File: src/rtl/shifter_pkg.sv
// Shared definitions for the sequential barrel shifter: default sizes,
// operation encodings and controller state encoding.
package shifter_pkg;

    localparam int WIDTH_DEF = 16;
    localparam int AMT_W_DEF = 4;

    localparam logic [1:0] OP_SLL = 2'b00;
    localparam logic [1:0] OP_SRL = 2'b01;
    localparam logic [1:0] OP_SRA = 2'b10;
    localparam logic [1:0] OP_ROR = 2'b11;

    typedef enum logic [1:0] {
        IDLE  = 2'd0,
        SHIFT = 2'd1,
        DONE  = 2'd2
    } state_t;

endpackage

File: src/rtl/shift_stage.sv
// One log2 stage of a barrel shifter: a single row of 2:1 muxes choosing
// between the operand and its 2^k-shifted candidate.
module mux_2_1 (
    input  logic a,
    input  logic b,
    input  logic sel,
    output logic y
);
    assign y = sel ? b : a;
endmodule

module shift_stage
    import shifter_pkg::*;
#(
    parameter int WIDTH = WIDTH_DEF,
    parameter int AMT_W = AMT_W_DEF,
    parameter int K_W   = (AMT_W > 1) ? $clog2(AMT_W) : 1
) (
    input  logic [WIDTH-1:0] data,
    input  logic [1:0]       op,
    input  logic [K_W-1:0]   k,
    input  logic             enable,
    output logic [WIDTH-1:0] result
);

    logic [AMT_W:0]     shamt;
    logic [WIDTH-1:0]   cand;

    assign shamt = (AMT_W + 1)'(1) << k;

    // SRA fills with the current MSB, which always equals the original sign.
    always_comb begin
        cand = data;
        case (op)
            OP_SLL:  cand = data << shamt;
            OP_SRL:  cand = data >> shamt;
            OP_SRA:  cand = WIDTH'($signed(data) >>> shamt);
            OP_ROR:  cand = (data >> shamt) | (data << (WIDTH - int'(shamt)));
            default: cand = data;
        endcase
    end

    for (genvar i = 0; i < WIDTH; i++) begin : g_mux
        mux_2_1 u_mux (
            .a   (data[i]),
            .b   (cand[i]),
            .sel (enable),
            .y   (result[i])
        );
    end

endmodule

File: src/rtl/barrel_shift_ctrl.sv
// Sequential 16-bit barrel shifter controller: applies one log2 stage per
// clock through a single shared shift_stage row.
module barrel_shift_ctrl
    import shifter_pkg::*;
#(
    parameter int WIDTH = WIDTH_DEF,
    parameter int AMT_W = AMT_W_DEF
) (
    input  logic             clk,
    input  logic             rst,
    input  logic             in_valid,
    output logic             in_ready,
    input  logic [WIDTH-1:0] in_data,
    input  logic [AMT_W-1:0] in_amt,
    input  logic [1:0]       in_op,
    output logic             out_valid,
    input  logic             out_ready,
    output logic [WIDTH-1:0] out_data
);

    localparam int K_W = (AMT_W > 1) ? $clog2(AMT_W) : 1;
    localparam logic [K_W-1:0] K_LAST = K_W'(AMT_W - 1);

    state_t           state;
    state_t           state_nx;
    logic [K_W-1:0]   k;
    logic [WIDTH-1:0] data_r;
    logic [AMT_W-1:0] amt_r;
    logic [1:0]       op_r;
    logic [WIDTH-1:0] result_r;
    logic [WIDTH-1:0] stage_out;

    // Handshakes: a transfer happens on a rising edge where valid and ready
    // are both high; valid never depends on ready and ready on neither.
    assign in_ready  = (state == IDLE);
    assign out_valid = (state == DONE);
    assign out_data  = result_r;

    shift_stage #(
        .WIDTH (WIDTH),
        .AMT_W (AMT_W),
        .K_W   (K_W)
    ) u_stage (
        .data   (data_r),
        .op     (op_r),
        .k      (k),
        .enable (amt_r[k]),
        .result (stage_out)
    );

    always_comb begin
        state_nx = state;
        case (state)
            IDLE:    if (in_valid)   state_nx = SHIFT;
            SHIFT:   if (k == K_LAST) state_nx = DONE;
            DONE:    if (out_ready)  state_nx = IDLE;
            default: state_nx = IDLE;
        endcase
    end

    always_ff @(posedge clk) begin
        if (rst) begin
            state    <= IDLE;
            k        <= '0;
            data_r   <= '0;
            amt_r    <= '0;
            op_r     <= '0;
            result_r <= '0;
        end else begin
            state <= state_nx;
            case (state)
                IDLE: begin
                    if (in_valid) begin
                        data_r <= in_data;
                        amt_r  <= in_amt;
                        op_r   <= in_op;
                        k      <= '0;
                    end
                end
                SHIFT: begin
                    data_r <= stage_out;
                    // result_r only changes on the final stage so out_data
                    // keeps its last value while the next operand is shifting.
                    if (k == K_LAST) begin
                        result_r <= stage_out;
                        k        <= '0;
                    end else begin
                        k <= k + 1'b1;
                    end
                end
                default: ;
            endcase
        end
    end

endmodule

File: config.mk
export PLATFORM = sky130hd
export DESIGN_NAME = barrel_shift_ctrl
export DESIGN_NICKNAME = d
export VERILOG_FILES = /design/src/rtl/shifter_pkg.sv /design/src/rtl/shift_stage.sv /design/src/rtl/barrel_shift_ctrl.sv
export SDC_FILE = /design/constraint.sdc
export NUM_CORES = 1
export LEC_CHECK = 0
export CAP_MARGIN = 10
export CORE_MARGIN = 2
export CORE_UTILIZATION = 39
export CTS_CLUSTER_DIAMETER = 150
export DETAILED_ROUTE_END_ITERATION = 7
export RECOVER_POWER = 50
export SLEW_MARGIN = 20
export SYNTH_ARGS = -nofsm -noshare
export SYNTH_HDL_FRONTEND = slang
export SYNTH_SLANG_ARGS = --single-unit
File: constraint.sdc
create_clock -name clk -period 6.45 [get_ports clk]
set_input_delay 1.29 -clock clk [delete_from_list [all_inputs] [get_ports clk]]
set_output_delay 1.29 -clock clk [all_outputs]
set_load 0.02 [all_outputs]
==> flow_results.org <==
** Run status
- Status :: finished, violations left
- Failing checks :: capacitance limit, slew limit

** Detailed routing
- In this run, the number of DRC markers left after iteration 0 of detailed routing was 402.
- The routed layout has 4507 vias.
- In this run the remaining antenna-violating nets after routing total 0.
- Dividing the detail-routed wire length by the instance count gives 24.6 µm.
- In the routed layout, each cell is associated on average with a via count of 6.64.
- Final routed wirelength across all metal layers :: 16700 µm
- DRC viols :: 0
- The pre-antenna-repair detailed-routing pass consisted of 5 iterations.

** Placed design
- Routability-driven placement finished with a final weighted congestion of 0.992.
- Sum of net half-perimeters after detailed placement :: 11700 µm
- At the placement stage, the worst setup path has a slack of 3.02 ns.
- Number of buffer cells added on primary ports :: 43

** Timing
- Post-Route Setup TNS :: 0 ns
- Worst slew margin :: -0.343
- Part of the cycle the worst path needs :: 0.555
- The smallest clock period supported by the final layout is computed as 3.58 ns.
- At the pin with the least slew margin, the transition time is 2.01 ns.
- The number of pins with negative max-slew slack in the final report came to 47.
- For this run, the top clock speed supported by timing is 0.279 GHz.
- Total count of hold-check failures in the final report :: 0
- Setup WS post-layout :: 2.87 ns
- Between clock sinks in the finished design, the worst skew comes to 0.0130 ns.
- Setup-failing EPs final :: 0
- Setup repair after global routing left no endpoint under its margin.

** Worst setup path
- STA puts the critical path data arrival time at 3.69 ns.
- Required arrival time at the worst endpoint :: 6.56 ns
- Along the worst path, the maximum fanout reaches 46.
- Critical path start-end classification :: in2reg
- Category of the worst setup path launch point :: input pin
- STA classifies the critical path endpoint as a flop.

** Global routing
- Entering global routing, the biggest net connects 53 pins.
- Via count of the first global-routing pass :: 4258
- First-pass GRT wire length :: 25300 µm
- For this run, the total global-route usage over all layers was measured as 0.286.
- The number of antenna violations at the first check in global routing is 0.
- The total overflow left after global routing is 0.

** Floorplanning
- The die is 109 µm wide.
- The initial utilization of the core area, before any placement, comes to 0.397.
- Die Span Y :: 109 µm
- Number of ports placed on the die boundary :: 44
- Number of cell rows :: 38
- In this run the standard cell core region covers 10700 µm².
- The die covers 11800 µm².

** Final layout
- Counting the fill cells in the layout gives 1151.
- Growth of design area from synthesis to finish :: 8.82%
- Number of antenna diodes :: 0
- For this run, the post-layout net count is 570.
- Proportion of layout cells with a drive suffix above 1 :: 0.115

** Yosys
- Number of synthesized flops with an enable pin :: 0
- Mean post-synth cell area :: 7.89 µm²
- The cell area that synthesis handed to floorplanning was 4270 µm².
- After synthesis the netlist holds a flip-flop and latch count of 42.
- Share of synthesized area occupied by flip-flops and latches :: 0.197
- Number of nets produced by synthesis :: 573
- Counting flops with an async set or reset pin after synthesis yields a share of 0.
- Count of synthesis-stage warnings from yosys :: 0
- Gate count after technology mapping :: 541
- Counting distinct cell types in the post-synthesis netlist gives 70.
- The most used flip-flop cell after synthesis is sky130_fd_sc_hd__dfxtp_1.

** Run
- Max-capacitance violation count :: 1

** Pwr
- Lkg Pwr :: 1.69 nW
- Across the VDD grid, the largest voltage drop is 85.7 µV.
- Power per unit of standard cell area :: 170 nW/µm²
- Total power for the finished layout comes to 0.792 mW.

** Clock network
- TritonCTS clock tree :: yes
- In this run the clock root is driven by a sky130_fd_sc_hd__clkbuf_8.
- Clock-pin slew on the worst setup and hold paths :: 0.09 ns
- For this design, the sink count on the clock tree is 42.
- Maximum buffer depth of the clock tree :: 2
- Number of buffers inserted for hold repair after clock tree synthesis :: 0
- Gates resized during post-CTS repair numbered 0.
- Counting the buffers created by CTS gives 5.
- For the worst-skew pair, the clock arrives at the later sink with an insertion delay of 0.30 ns.
- Post-CTS Repair Setup Buffers :: 0
- H-tree levels :: 2

** Hold path
- Min-delay worst type :: reg2reg
==> registers in the layout, summed over array words and instances (netlist names) <==
signal and count:
data_r 16, out_data 16, amt_r 4, k 2
op_r 2, state 2
==> kinds of logic after synthesis <==
group           share of synthesized area
compound gates                      0.273
xor+xnor                          0.00205
fa+ha+maj                          0.0176
buf+inv                            0.0958
flops                               0.197
mux                                 0.212
simple gates                        0.203
==> cells in the mapped netlist (all sizes together) (4+ instances only) <==
master / number / area share
a211oi: 15 / 0.026
nand3: 25 / 0.029
o31ai: 4 / 0.0070
mux2i: 31 / 0.073
and2: 4 / 0.0059
ha: 6 / 0.018
o21a: 4 / 0.0070
mux2: 16 / 0.042
a22oi: 16 / 0.028
o21ai: 22 / 0.026
nor3: 6 / 0.0070
a311oi: 4 / 0.0082
o22ai: 12 / 0.018
a21oi: 35 / 0.041
o2111ai: 4 / 0.0082
nand2b: 9 / 0.013
o211ai: 8 / 0.014
clkbuf: 39 / 0.053
inv: 8 / 0.0070
mux4: 18 / 0.097
nor2: 42 / 0.038
nand2: 79 / 0.069
dfxtp: 42 / 0.20
buf: 22 / 0.035
a31oi: 9 / 0.013
==> worst max-delay path: stages <==
cell                            delay (ns)
sky130_fd_sc_hd__dlygate4sd3_1        0.52
sky130_fd_sc_hd__clkbuf_1             1.44
sky130_fd_sc_hd__nand2b_1             0.33
sky130_fd_sc_hd__o22ai_1              0.11
==> metrics by stage <==
stage                     instance area [µm²]  std cells   util  hold WS, ns
after global placement                   4560        671  0.425        0.449
after detailed placement                 4560        671  0.425        0.449
after CTS                                4650        679  0.433        0.466
after floorplan                          4270        541      -        0.443
after global routing                     4650        679  0.432        0.481
final                                    4650        679  0.432        0.463
==> worst paths after layout <==
check	from	to	slack, ns	cells past startpoint
worst max-delay path	rst	data_r[11]	2.87	4
worst min-delay path	out_data[9]	out_data[9]	0.46	2
worst max register to register	k[1]	data_r[8]	2.91	10
worst min register to register	out_data[9]	out_data[9]	0.46	2
==> final cells by class <==
class	count	area, µm²	area share
Timing Repair Buffer	51	487	0.105
Tap cell	140	175	0.0377
Multi-Input combinational cell	429	3020	0.651
Sequential cell	42	841	0.181
Clock buffer	5	68.8	0.0148
Inverter	9	33.8	0.00727
Clock inverter	3	18.8	0.00404
==> per-layer routing <==
metal / part of all wire / GRT usage / vias to the layer above / wire length, µm
li1: - / - / 2023 / -
met1: 0.43 / 0.394 / 2169 / 7110
met2: 0.44 / 0.425 / 262 / 7330
met3: 0.088 / 0.0616 / 53 / 1470
met4: 0.046 / 0.133 / 0 / 764
met5: 0 / 0 / - / 0
==> power by group <==
| part | leakage, nW | internal (mW) | switching [mW] | total (mW) |
|---|---|---|---|---|
| Clock | 0.0483 | 0.0765 | 0.103 | 0.179 |
| Combinational | 1.30 | 0.124 | 0.178 | 0.302 |
| Sequential | 0.343 | 0.271 | 0.0391 | 0.310 |
==> cells in the final DEF, fill, tap and decap left out, types with 4 or more instances in the layout <==
master / Yosys / layout
sky130_fd_sc_hd__mux4_2: 15 / 15
sky130_fd_sc_hd__nand2_1: 79 / 79
sky130_fd_sc_hd__clkdlybuf4s50_1: 0 / 24
sky130_fd_sc_hd__mux2_2: 16 / 16
sky130_fd_sc_hd__o22ai_1: 12 / 12
sky130_fd_sc_hd__dlygate4sd3_1: 0 / 19
sky130_fd_sc_hd__mux2i_1: 31 / 31
sky130_fd_sc_hd__a22oi_1: 16 / 16
sky130_fd_sc_hd__o21ai_0: 22 / 22
sky130_fd_sc_hd__inv_1: 8 / 8
sky130_fd_sc_hd__a211oi_1: 15 / 15
sky130_fd_sc_hd__and2_1: 4 / 4
sky130_fd_sc_hd__a31oi_1: 9 / 9
sky130_fd_sc_hd__buf_4: 5 / 7
sky130_fd_sc_hd__o211ai_1: 8 / 8
sky130_fd_sc_hd__o31ai_1: 4 / 4
sky130_fd_sc_hd__nor2_1: 40 / 40
sky130_fd_sc_hd__a311oi_1: 4 / 4
sky130_fd_sc_hd__nand2b_1: 9 / 9
sky130_fd_sc_hd__o21a_1: 4 / 4
sky130_fd_sc_hd__ha_1: 6 / 5
sky130_fd_sc_hd__o2111ai_1: 4 / 4
sky130_fd_sc_hd__dfxtp_1: 42 / 42
sky130_fd_sc_hd__a21oi_1: 35 / 35
sky130_fd_sc_hd__nor3_1: 6 / 6
sky130_fd_sc_hd__clkbuf_8: 8 / 5
sky130_fd_sc_hd__nand3_1: 25 / 25
(Power assumes the default switching activity.)
